**config.mk**
```make
export PLATFORM = sky130hd
export DESIGN_NAME = flag_cond_unit
export DESIGN_NICKNAME = d
export VERILOG_FILES = /design/src/rtl/flag_cond_unit.sv
export SDC_FILE = /design/constraint.sdc
export NUM_CORES = 1
export LEC_CHECK = 0
export CAP_MARGIN = 40
export CORE_UTILIZATION = 52
export CTS_CLUSTER_SIZE = 24
export DETAILED_ROUTE_END_ITERATION = 10
export GPL_TIMING_DRIVEN = 0
export PLACE_DENSITY = 0.83
export SYNTH_ARGS = -nofsm -noshare
export SYNTH_HDL_FRONTEND = slang
export SYNTH_SLANG_ARGS = --single-unit
```
**constraint.sdc**
```tcl
create_clock -name clk -period 5 [get_ports clk]
set_input_delay 1 -clock clk [delete_from_list [all_inputs] [get_ports clk]]
set_output_delay 1 -clock clk [all_outputs]
set_load 0.05 [all_outputs]
```
**src/rtl/flag_cond_unit.sv**
```systemverilog
// Architectural {N,Z,C,V} flag register, in-flight flag-writer tracking and
// branch condition evaluation with stall-until-final handshake.
module flag_cond_unit #(
    parameter int PEND_W  = 2,
    parameter int TIMEOUT = 64,
    parameter int STALL_W = 8
) (
    input  logic              clk,
    input  logic              rst_n,
    input  logic              flg_issue,
    input  logic              flg_wr_valid,
    input  logic [3:0]        flg_in,
    input  logic              flush,
    input  logic              cond_valid,
    input  logic [3:0]        cond_code,
    output logic              cond_ready,
    output logic              taken_valid,
    output logic              taken,
    output logic [3:0]        flags_out,
    output logic [PEND_W-1:0] pending,
    output logic [1:0]        err
);

    localparam logic [PEND_W-1:0]  PEND_ZERO = '0;
    localparam logic [PEND_W-1:0]  PEND_ONE  = PEND_W'(1);
    localparam logic [PEND_W-1:0]  PEND_MAX  = '1;
    localparam logic [STALL_W-1:0] STALL_MAX = '1;
    localparam logic [STALL_W-1:0] STALL_TMO = STALL_W'(TIMEOUT);

    logic [3:0]         r_flags;
    logic [PEND_W-1:0]  r_pending;
    logic [STALL_W-1:0] r_stall;
    logic [1:0]         r_err;
    logic               r_taken_valid;
    logic               r_taken;

    logic [PEND_W-1:0]  w_pend_nxt;
    logic               w_cnt_err;
    logic [STALL_W-1:0] w_stall_nxt;
    logic               w_tmo;
    logic               w_cond_ready;
    logic [3:0]         w_eval_flags;
    logic               w_cond_res;

    // Flags are {N,Z,C,V}; codes come in complementary pairs.
    function automatic logic cond_eval(input logic [3:0] code, input logic [3:0] f);
        logic n, z, c, v;
        logic res;
        {n, z, c, v} = f;
        case (code)
            4'h0:    res = z;
            4'h1:    res = !z;
            4'h2:    res = c;
            4'h3:    res = !c;
            4'h4:    res = n;
            4'h5:    res = !n;
            4'h6:    res = v;
            4'h7:    res = !v;
            4'h8:    res = c && !z;
            4'h9:    res = !c || z;
            4'hA:    res = (n == v);
            4'hB:    res = (n != v);
            4'hC:    res = !z && (n == v);
            4'hD:    res = z || (n != v);
            4'hE:    res = 1'b1;
            4'hF:    res = 1'b0;
            default: res = 1'b0;
        endcase
        return res;
    endfunction

    // A request is served when no writer is outstanding, or the last one lands this cycle.
    assign w_cond_ready = cond_valid && !flush &&
                          ((r_pending == PEND_ZERO) ||
                           ((r_pending == PEND_ONE) && flg_wr_valid && !flg_issue));
    assign w_eval_flags = flg_wr_valid ? flg_in : r_flags;
    assign w_cond_res   = cond_eval(cond_code, w_eval_flags);

    // In-flight writer count next state; over/underflow holds and flags an error.
    always_comb begin
        w_pend_nxt = r_pending;
        w_cnt_err  = 1'b0;
        if (flush) begin
            w_pend_nxt = flg_issue ? PEND_ONE : PEND_ZERO;
        end else if (flg_issue && flg_wr_valid) begin
            w_pend_nxt = r_pending;
        end else if (flg_issue) begin
            if (r_pending == PEND_MAX) begin
                w_cnt_err = 1'b1;
            end else begin
                w_pend_nxt = r_pending + PEND_ONE;
            end
        end else if (flg_wr_valid) begin
            if (r_pending == PEND_ZERO) begin
                w_cnt_err = 1'b1;
            end else begin
                w_pend_nxt = r_pending - PEND_ONE;
            end
        end else begin
            w_pend_nxt = r_pending;
        end
    end

    // Saturating count of consecutive unserved request cycles.
    always_comb begin
        w_stall_nxt = '0;
        if (cond_valid && !w_cond_ready && !flush) begin
            if (r_stall == STALL_MAX) begin
                w_stall_nxt = r_stall;
            end else begin
                w_stall_nxt = r_stall + STALL_W'(1);
            end
        end else begin
            w_stall_nxt = '0;
        end
        w_tmo = (w_stall_nxt >= STALL_TMO);
    end

    // State and registered results.
    always_ff @(posedge clk or negedge rst_n) begin
        if (!rst_n) begin
            r_flags       <= 4'b0000;
            r_pending     <= '0;
            r_stall       <= '0;
            r_err         <= 2'b00;
            r_taken_valid <= 1'b0;
            r_taken       <= 1'b0;
        end else begin
            if (flg_wr_valid) begin
                r_flags <= flg_in;
            end
            r_pending     <= w_pend_nxt;
            r_stall       <= w_stall_nxt;
            r_err         <= r_err | {w_tmo, w_cnt_err};
            r_taken_valid <= w_cond_ready;
            r_taken       <= w_cond_ready ? w_cond_res : 1'b0;
        end
    end

    assign cond_ready  = w_cond_ready;
    assign taken_valid = r_taken_valid;
    assign taken       = r_taken;
    assign flags_out   = r_flags;
    assign pending     = r_pending;
    assign err         = r_err;

endmodule

```
==> impl_metrics.json <==
{
  "status": "completed",
  "postCtsHoldBufs": 0,
  "finalCritPeriodShare_pct": 79.6,
  "relSlewSlack_pct": 45.2,
  "synthTopCellsByArea": "dfrtp_1 42%, nor2_1 5.3%, ha_1 4.7%",
  "synth_top_family_by_area": "simple AND/OR/NAND/NOR gates",
  "cts_resized": 0,
  "place_ws_ps": 1040,
  "grt_setup_unrepaired": "false",
  "synth_mux_area_share_pct": 12.0,
  "die_x_um": 47.4,
  "ys_warn_count": 0,
  "syn_to_final_growth_pct": 27.7,
  "synth_nets": 127,
  "cp.arrival_ps": 2980,
  "dp_hpwl_mm": 1.66,
  "io_buffers": 24,
  "setup-violations-final": 0,
  "synth_compound_area_share_pct": 14.5,
  "ff_latch_area_sq_um": 450,
  "antenna_found_initial": 0,
  "row_count": 16,
  "finClkSkew_ps": 3.92,
  "pwr_density_cell_nw_per_um2": 255,
  "fill_cells": 157,
  "synth.cell_area_sq_um": 1070,
  "vias": 909,
  "layout.cells.non_filler": 163,
  "synth_edf_count": 0,
  "power_leakage_uw": 0.000588,
  "overflow": 0,
  "gp_congestion": 0.742,
  "grt_pass1_vias": 786,
  "die_area_sq_um": 2250,
  "worst_slack_ps": 1020,
  "syn_area_per_cell_sq_um": 9.83,
  "fin_util_pct": 70.4,
  "syn_inst": 109,
  "ios": 25,
  "ant_nets": 0,
  "core-area_sq_um": 1940,
  "synth_ff_type": "dfrtp_1",
  "yosys.area_share.simple_pct": 18.8,
  "maxSlewViolCount": 0,
  "multiInputGateArea_sq_um": 579,
  "drive_above_1_share_pct": 7.35,
  "grt_pass1_wl_mm": 3.31,
  "synth-async-reset-ratio_pct": 100,
  "path_max_fanout": 7,
  "cts_buffers": 3,
  "post-cts-setup-buffer-count": 0,
  "drt-initial-drc-count": 16,
  "synth_xor_area_share_pct": 4.09,
  "first_pass_iters": 4,
  "drc": 0,
  "fin_crit_ps": 3980,
  "start_util_pct": 55.2,
  "grt_max_degree": 19,
  "ys_seq_area_share_pct": 42.1,
  "maxCapViolations": 0,
  "tightestPinTransition_ps": 819,
  "rrSetupSlack_ps": 2930,
  "cts.path.max_buffers": 2,
  "clkSinkCount": 18,
  "ys_top_cells_by_count": "18 x dfrtp_1, 15 x nor2_1, 6 x inv_1",
  "clock.fmax_mhz": 251,
  "endpoint_kind": "output pin",
  "nNetsFinal": 156,
  "synth_top_area_share_pct": 42.1,
  "path_class": "input pin to output pin",
  "synth_top_area_cell": "dfrtp_1",
  "clkTransAtPathRegs_ps": 100,
  "startpoint_type": "input pin",
  "synthAdderAreaFrac_pct": 4.67,
  "insertion_delay_ps": 290,
  "synth_most_common_cell": "dfrtp_1",
  "final_hold_viol_count": 0,
  "yosys_register_bits": 18,
  "wl_per_cell_um": 13.3,
  "vdd_drop_max_mv": 0.229,
  "setup_tns_ps": 0,
  "htreeDepth": 1,
  "synth.distinct_cells": 35,
  "finalWirelength_mm": 2.16,
  "via_per_inst": 5.58,
  "die_h_um": 47.4,
  "num_antenna_cells": 0,
  "tritoncts": "built",
  "gr-usage-all-layers_pct": 21.3,
  "cts_root_buf": "clkbuf_4",
  "p_total_uw": 349,
  "placedCellCount": 160,
  "cp.required_ps": 4000,
  "min_path_type": "flip-flop to flip-flop"
}
-- logic make-up after synthesis --
logic type,Yosys count
adders and majority gates,4
muxes,9
and+or+nand+nor,40
DFF,18
buffers and inverters,9
xor gates and xnor gates,5
AOI/OAI and AO/OA,24
-- power breakdown --
group          internal (uW)  total (uW)  switching [uW]
registers                154         163            8.43
logic                   48.0         114            65.9
clock network           28.1        71.9            43.8
-- registers in the layout, indices dropped and copies added, names as in the netlist --
register and count:
r_stall 8, flags_out 4, err 2, pending 2
taken 1, taken_valid 1
-- stage by stage --
step	area, sq um	hold WS (ps)
floorplan	1070	502
global placement	1350	456
detailed placement	1350	465
CTS	1370	492
global route	1370	511
finish	1370	483
-- layer usage --
layer	vias to the layer above	track usage (%)	wire length, um
li1	452	-	-
met1	436	26.1	948
met2	16	37.5	1110
met3	5	2.69	63
met4	0	8.57	42
met5	-	0	0
-- final timing paths --
kind | start | endpoint | cells past startpoint
setup / recovery | flg_issue | cond_ready | 5
hold / removal | err[1]$_DFF_PN0_ | err[1]$_DFF_PN0_ | 1
setup reg to reg | pending[0]$_DFFE_PN0P_ | taken$_DFF_PN0_ | 7
hold reg to reg | err[1]$_DFF_PN0_ | err[1]$_DFF_PN0_ | 1
max in group asynchronous | rst_n | flags_out[1]$_DFF_PN0_ | 1
min in group asynchronous | rst_n | r_stall[4]$_DFF_PN0_ | 1
-- critical path: stages --
cell and delay [ps]:
clkdlybuf4s50_1 600, and3b_1 220, o21ai_0 300, inv_1 140, clkdlybuf4s50_1 730
-- layout by cell type, fill, tap and decap left out, drive strengths merged, types with 5 or more instances in the layout --
cell type	instances
a21oi	5
a31oi	5
clkbuf	5
clkdlybuf4s50	24
dfrtp	18
inv	6
mux2	5
nand3	5
nor2	15
-- layout make-up --
type | instances | area share, %
multi-input cells | 82 | 42.4
flip-flops and latches | 18 | 32.9
repair buffers | 24 | 17.6
well taps | 27 | 2.47
clock buffers | 3 | 1.65
inverters | 6 | 1.65
plain buffers | 3 | 1.37
Power figures use the tool's default switching activity.
